$ cat src/rtl/ysyx_23060025_icache.sv
// Direct-mapped blocking instruction cache between the IFU fetch port and an
// AXI4-style burst read channel. One fetch in flight; whole-cache invalidate
// for fence.i. state_o exposes the FSM state for debug and checkers.
//
// Handshakes: the IFU holds psel and a stable paddr until the single-cycle
// pready pulse; psel is only sampled in IDLE. On the memory side an AR
// transfer happens on an edge where arvalid & arready are both high (arvalid
// and araddr hold until then), and an R beat is taken on an edge where
// rvalid & rready are both high.
module ysyx_23060025_icache #(
  parameter int ADDR_WIDTH = 32,
  parameter int DATA_WIDTH = 32,
  parameter int LINE_WORDS = 4,
  parameter int SETS       = 16
) (
  input  logic                  clock,
  input  logic                  reset,
  input  logic                  ifu_psel_i,
  input  logic [ADDR_WIDTH-1:0] ifu_paddr_i,
  output logic                  ifu_pready_o,
  output logic [DATA_WIDTH-1:0] ifu_prdata_o,
  input  logic                  fencei_i,
  output logic                  mem_arvalid_o,
  input  logic                  mem_arready_i,
  output logic [ADDR_WIDTH-1:0] mem_araddr_o,
  output logic [7:0]            mem_arlen_o,
  output logic [2:0]            mem_arsize_o,
  output logic [1:0]            mem_arburst_o,
  input  logic                  mem_rvalid_i,
  output logic                  mem_rready_o,
  input  logic [DATA_WIDTH-1:0] mem_rdata_i,
  input  logic [1:0]            mem_rresp_i,
  input  logic                  mem_rlast_i,
  output logic [2:0]            state_o
);

  localparam int WB  = $clog2(LINE_WORDS);
  localparam int OFS = 2 + WB;
  localparam int IDX = $clog2(SETS);
  localparam int TAG = ADDR_WIDTH - IDX - OFS;

  localparam logic [2:0] S_IDLE    = 3'd0;
  localparam logic [2:0] S_LOOKUP  = 3'd1;
  localparam logic [2:0] S_MISS_AR = 3'd2;
  localparam logic [2:0] S_MISS_R  = 3'd3;
  localparam logic [2:0] S_RESP    = 3'd4;

  logic [2:0]            state_q, state_d;
  logic [ADDR_WIDTH-1:2] req_addr_q;
  logic [WB-1:0]         beat_cnt_q;
  logic                  err_q;
  logic                  fence_pend_q;
  logic [SETS-1:0]       valid_q;
  logic [TAG-1:0]        tag_q  [SETS];
  logic [DATA_WIDTH-1:0] data_q [SETS][LINE_WORDS];

  // Byte offset within a word is irrelevant to an instruction fetch.
  logic unused_paddr_lsb;
  assign unused_paddr_lsb = ^ifu_paddr_i[1:0];

  logic [TAG-1:0] req_tag;
  logic [IDX-1:0] req_idx;
  logic [WB-1:0]  req_word;
  assign req_tag  = req_addr_q[ADDR_WIDTH-1 -: TAG];
  assign req_idx  = req_addr_q[OFS +: IDX];
  assign req_word = req_addr_q[2 +: WB];

  logic hit, ar_hs, beat_hs, last_hs, err_next, full_line, line_ok;
  assign hit       = valid_q[req_idx] && (tag_q[req_idx] == req_tag);
  assign ar_hs     = (state_q == S_MISS_AR) && mem_arready_i;
  assign beat_hs   = (state_q == S_MISS_R) && mem_rvalid_i;
  assign last_hs   = beat_hs && mem_rlast_i;
  assign err_next  = err_q | (beat_hs && (mem_rresp_i != 2'b00));
  // A burst that ends before the last word is short and cannot be trusted.
  assign full_line = (beat_cnt_q == WB'(LINE_WORDS - 1));
  // A fence seen at any point during the refill keeps the new line invalid.
  assign line_ok   = ~err_next & ~fence_pend_q & ~fencei_i & full_line;

  // Next-state selection.
  always_comb begin
    state_d = state_q;
    case (state_q)
      S_IDLE:    if (ifu_psel_i) state_d = S_LOOKUP;
      S_LOOKUP:  state_d = hit ? S_IDLE : S_MISS_AR;
      S_MISS_AR: if (ar_hs) state_d = S_MISS_R;
      S_MISS_R:  if (last_hs) state_d = S_RESP;
      S_RESP:    state_d = S_IDLE;
      default:   state_d = S_IDLE;
    endcase
  end

  // Control state, request latch, refill bookkeeping and valid bits.
  always_ff @(posedge clock) begin
    if (reset) begin
      state_q      <= S_IDLE;
      req_addr_q   <= '0;
      beat_cnt_q   <= '0;
      err_q        <= 1'b0;
      fence_pend_q <= 1'b0;
      valid_q      <= '0;
    end else begin
      state_q <= state_d;
      if (state_q == S_IDLE && ifu_psel_i) req_addr_q <= ifu_paddr_i[ADDR_WIDTH-1:2];
      if (ar_hs) begin
        beat_cnt_q <= '0;
        err_q      <= 1'b0;
      end else if (beat_hs) begin
        beat_cnt_q <= beat_cnt_q + WB'(1);
        err_q      <= err_next;
      end
      if (state_q == S_IDLE) fence_pend_q <= 1'b0;
      else if (fencei_i)     fence_pend_q <= 1'b1;
      if (state_q == S_IDLE && (fencei_i || fence_pend_q)) valid_q <= '0;
      else if (last_hs)                                   valid_q[req_idx] <= line_ok;
    end
  end

  // Line storage: beat data and tag are written during refill.
  always_ff @(posedge clock) begin
    if (!reset && beat_hs) data_q[req_idx][beat_cnt_q] <= mem_rdata_i;
    if (!reset && last_hs) tag_q[req_idx] <= req_tag;
  end

  // Outputs; reset forces every response/request strobe low at once.
  always_comb begin
    ifu_pready_o  = ~reset & (((state_q == S_LOOKUP) & hit) | (state_q == S_RESP));
    ifu_prdata_o  = '0;
    if (ifu_pready_o && !((state_q == S_RESP) && err_q)) ifu_prdata_o = data_q[req_idx][req_word];
    mem_arvalid_o = ~reset & (state_q == S_MISS_AR);
    mem_araddr_o  = '0;
    if (mem_arvalid_o) mem_araddr_o = {req_addr_q[ADDR_WIDTH-1:OFS], {OFS{1'b0}}};
    mem_rready_o  = ~reset & (state_q == S_MISS_R);
    mem_arlen_o   = 8'(LINE_WORDS - 1);
    mem_arsize_o  = 3'b010;
    mem_arburst_o = 2'b01;
    state_o       = state_q;
  end

endmodule

$ cat config.mk
export PLATFORM = sky130hd
export DESIGN_NAME = ysyx_23060025_icache
export DESIGN_NICKNAME = d
export VERILOG_FILES = /design/src/rtl/ysyx_23060025_icache.sv
export SDC_FILE = /design/constraint.sdc
export NUM_CORES = 2
export LEC_CHECK = 0
export BUFFER_PORTS_ARGS = -buffer_cell sky130_fd_sc_hd__buf_2
export CAP_MARGIN = 5
export CORE_ASPECT_RATIO = 0.5
export CORE_MARGIN = 2
export CORE_UTILIZATION = 45
export CTS_CLUSTER_SIZE = 14
export DETAILED_ROUTE_END_ITERATION = 12
export GPL_TIMING_DRIVEN = 0
export MAX_ROUTING_LAYER = met4
export PLACE_DENSITY = 0.63
export RECOVER_POWER = 50
export SYNTH_ARGS = -nofsm -noshare
export SYNTH_HDL_FRONTEND = slang
export SYNTH_SLANG_ARGS = --single-unit
$ cat constraint.sdc
create_clock -name clock -period 5.53 [get_ports clock]
set_clock_uncertainty 0.05 [all_clocks]
set_input_delay 0.553 -clock clock [delete_from_list [all_inputs] [get_ports clock]]
set_output_delay 0.553 -clock clock [all_outputs]
set_load 0.02 [all_outputs]
==> Word level (Yosys, flattened, before mapping) <==
Memory sizes are Yosys's and may differ from the RTL's. A register that Yosys moved wholly into a read port is not among the register bits.
Cells that the tools add are included.
{ "op_classes": {"add_sub_neg": 1, "magnitude_cmp": 5, "eq_ne": 9, "mux": 25, "n_bitwise": 15, "reduce_logical": 22} }
{ "ops": {"columns": ["op", "count"], "rows": [
  ["$mux 32", 5],
  ["$mux 128", 1],
  ["$bmux 32 s2", 1],
  ["$demux 32 s2", 1],
  ["$eq 24x24->1", 1],
  ["$bwmux 16", 1],
  ["$mux 4", 4],
  ["$logic_and 1x1->1", 13],
  ["$pmux 3 s4", 1],
  ["$mux 3", 3],
  ["$and 1x1->1", 7],
  ["$eq 3x2->1 const B", 2],
  ["$ge 3x3->1 const B", 2],
  ["$ne 2x2->1 const B", 3],
  ["$not 2->3", 2],
  ["$reduce_or 2->1", 3],
  ["$lt 4x5->1 const B", 1],
  ["$mux 1", 5],
  ["$bmux 1 s4", 1],
  ["$demux 1 s4", 1],
  ["$ge 4x1->1 const B", 1],
  ["$not 1->1", 4],
  ["$eq 3x1->1 const B", 1],
  ["$eq 3x3->1 const B", 1],
  ["10 further kinds", 12]
]} }
{ "totals": {"register_bits": 53, "mem_bits_rw": 2432, "out_inout_bits": 83, "mem_count": 2} }
{ "mem_list": {"columns": ["name", "depth", "word_bits", "read_ports", "rd_clocked_by_memory_dff", "write_ports", "line", "rtl"], "rows": [
  ["data_q", 16, 128, 1, 1, 1, "55", "logic [DATA_WIDTH-1:0] data_q [SETS][LINE_WORDS];"],
  ["tag_q", 16, 24, 1, 1, 1, "54", "logic [TAG-1:0] tag_q [SETS];"]
]} }

==> Depth between registers and ports, before layout <==
{ "logic_depth": {"ltp_word": 9, "mapped_depth": 14} }

==> Worst setup path before layout <==
Ideal clock, no wire load.
{ "synth_path": {"path_type": "in2reg", "start": "in reset", "end": "mem data_q[15][0] (netlist name), enable pin", "setup_time_ps": 421, "arrival_ps": 3237, "required_ps": 5059, "slack_ps": 1822, "cell_stages": 8, "n_path_buf": 2, "cell_sequence": "clkbuf_1 -> inv_1 -> nand2_1 -> nor2_1 -> and2_1 -> nand2_1 -> clkbuf_1 -> nor2_1"} }
{ "synth_between": {"elab_chain_cells": 4} }
{ "synth_lines": {"columns": ["item", "line", "rtl"], "rows": [
  ["start, declared", "17", "input logic reset,"],
  ["$logic_not 1->1", "120", "if (!reset && beat_hs) data_q[req_idx][beat_cnt_q] <= mem_rdata_i;"],
  ["$logic_and 1x1->1", "120", null],
  ["$mux 1", "120", null],
  ["$mux 128 (implied by the code)", "120", null],
  ["end, declared", "55", null]
]} }
Every way passes these cells.

==> flow_summary.ini <==
[run_status]
run_status = complete, but fails checks
failed_checks = capacitance limit, slew limit

[critical_path]
cp-start-kind = flop
criticalPathCategory = flop to primary output
crit_fanout = 10
crit_required_ps = 4930
arrival_ps = 4870
setup.worst_path.end_class = primary output

[power]
p_int_mw = 29.7
power.total_mw = 38.3
peakVddDrop_v = 0.000255
p_leak_nw = 33.4
netSwitchingPower_mw = 8.56
power_frac_clock_pct = 37.7
pwr_density_cell_nw_per_um2 = 348
combPwrFrac_pct = 7.8
seqPwrFrac_pct = 54.5
netSwitchingFraction_pct = 22.4

[layout]
num-nets-final = 4697
area_growth_pct = 14.4
fillers = 16157
fin_area_sq_um = 110000
fin_util_pct = 52.0
regArea_sq_um = 74200
final_cell_mix = 2432 x edfxtp_1, 731 x mux4_2, 222 x clkbuf_16
layout-drive-gt1-share_pct = 31.0
multiInputGateArea_sq_um = 21500
final_common_cell = edfxtp_1

[clock_network]
cts_htree_levels = 4
clk_pin_slew_ps = 60
clock_latency_ps = 850
tritoncts = built
clockBufferDepth = 4
clock_sinks = 2489
cts_root_buffer = clkbuf_16
cts_made_buffers = 222

[timing]
fmax_mhz = 183
finalSetupViolations = 0
post-route-min-period_ps = 5470
max_slew_margin_pct = -137
fin_crit_sh_pct = 98.9
hold_viol_final = 0
worst_slew_pin_slew_ps = 3560
drv_slew = 1967

[detailed_routing]
num_vias = 47330
drtIter0Drc = 7474
first_pass_iters = 5
drt-wirelength-per-cell_um = 34.2
drtAntennaViolNets = 0
vias_per_cell = 6.20
totalWireLength_um = 261000
drcViolationCount = 0

[floorplan]
dieArea_sq_um = 218000
die_y_um = 331
start_util_pct = 45.5
rows = 119
ioPinCount = 156
die_w_um = 658
core_sq_um = 211000

[logic_synthesis]
synth-seq-cells = 2489
synth_edf_count = 2432
ys.flop_type = edfxtp_1
synth_cell_types = 64
avgSynthCellArea_sq_um = 23.4
syn-instance-count = 4118
synth_area_sq_um = 96200
synth_async_sr_flop_share_pct = 0
yosys_warnings = 0
seq_area_frac_synth_pct = 77.1

[grt]
grt_pass1_wl_um = 361000
track_usage_pct = 24.6
grt_pass1_vias = 46179
antenna_found_initial = 21
overflow = 0
grt_max_degree = 65

[placement]
hpwl_um = 172000
gp_congestion = 0.850
place_area_sq_um = 103000
numPortBuffers = 136

[job]
drv_cap = 34

[min_path]
min_path_type = input port to flop
routing by layer:
layer | vias up | part of all wire [%] | GRT usage, %
met5 | - | 0 | -
met4 | 0 | 2.4 | 5.47
met3 | 382 | 11 | 5.91
met2 | 2792 | 46 | 36.6
met1 | 25617 | 40 | 34.9
li1 | 18539 | - | -
Yosys cell counts (3+ instances only):
cell / instances / area share, %
or3_1: 5 / 0.033
buf_12: 4 / 0.083
nor4_1: 4 / 0.026
a31oi_1: 3 / 0.020
nand4_1: 4 / 0.026
ha_1: 4 / 0.052
inv_1: 6 / 0.023
mux2i_1: 90 / 0.94
nand2b_1: 5 / 0.033
nor2b_1: 14 / 0.091
a22o_1: 9 / 0.082
a221oi_1: 3 / 0.027
mux2_2: 7 / 0.082
mux4_1: 10 / 0.27
edfxtp_1: 2432 / 76
o2111ai_1: 5 / 0.046
a22oi_1: 26 / 0.20
buf_1: 21 / 0.082
xnor2_1: 16 / 0.15
nor3_1: 8 / 0.042
a21boi_0: 3 / 0.023
buf_6: 13 / 0.15
buf_2: 92 / 0.48
o21ai_1: 3 / 0.016
clkbuf_1: 81 / 0.32
dfxtp_1: 57 / 1.2
o21ai_0: 22 / 0.11
nor2_1: 119 / 0.46
a21o_1: 7 / 0.055
a21boi_1: 32 / 0.25
and2_1: 30 / 0.20
nand2_1: 103 / 0.40
a211oi_1: 4 / 0.031
nand3_1: 24 / 0.12
buf_4: 29 / 0.23
mux4_2: 731 / 17
a21oi_1: 54 / 0.28
stage by stage:
stage	setup WS [ps]	std cells	TNS [ps]	hold slack, ps
2_1_floorplan	1820	4133	0	390
3_3_place_gp	-1200	7112	-538380	411
3_5_place_dp	-888	7196	-16260	416
4_1_cts	12.9	7606	0	3.70
5_1_grt	-7.54	7621	-7.54	55.8
6_report	59.5	7630	0	44.9
power by group through the flow:
stage	Combinational, mW	Clock [mW]	Sequential, mW
after floorplan	1.67	0	21.2
after global placement	2.86	0	21.2
after detailed placement	2.93	0	21.2
after CTS	2.98	14.6	20.8
after global routing	3.11	15.3	20.9
final	2.99	14.4	20.9
repair_timing:
action                                 4_1_cts  5_1_grt
endpoints found under the hold margin       31        0
pin swaps                                    0        1
buffers inserted                             2        2
hold buffers                                30        0
setup endpoints to repair                   33       33
gates cloned                                 0        0
gates resized for setup                     77       30
worst paths after layout:
path	from	endpoint	slack (ps)	cells after the start
hold reg to reg	valid_q[12]	valid_q[12]	430	2
setup reg to reg	state_o[0]	data_q[7][111]	1310	8
setup / recovery	flop	ifu_prdata_o[4]	60	10
hold / removal	mem_rresp_i[1]	err_q	40	5
logic make-up (layout without fill, tap and decap cells):
kind of cell	count (synthesis)	after routing	share of synthesized area, %
compound gates	184	184	1.28
xor+xnor	18	18	0.164
fa+ha+maj	4	4	0.0520
buf+inv	249	890	1.39
flops	2489	2489	77.1
mux	838	838	18.4
other cells	2	30	0.00781
simple gates	334	334	1.60
flip-flops by register name (all words and copies together), names as in the netlist, named ones only:
signal / flops
data_q: 2048
state_o: 3
err_q: 1
beat_cnt_q: 2
req_addr_q: 30
tag_q: 384
fence_pend_q: 1
valid_q: 16
critical path: stages, from the launching register on:
cell	delay, ps
dfxtp_1	300
buf_2	210
buf_6	200
buf_4	250
buf_2	380
clkbuf_4	490
clkdlybuf4s15_2	650
mux4_2	510
mux4_2	480
a21boi_2	220
buf_2	240
layout make-up:
class | instances | share of cell area (%)
clock buffer | 307 | 5.42
inverter | 8 | 0.0296
multi-input combinational | 1395 | 19.5
tap | 2843 | 3.23
antenna | 13 | 0.0296
buffer | 241 | 1.35
clock inverter | 71 | 0.471
sequential | 2489 | 67.4
timing repair buffer | 263 | 2.56
Note: power is estimated with default switching activity, not from simulation.
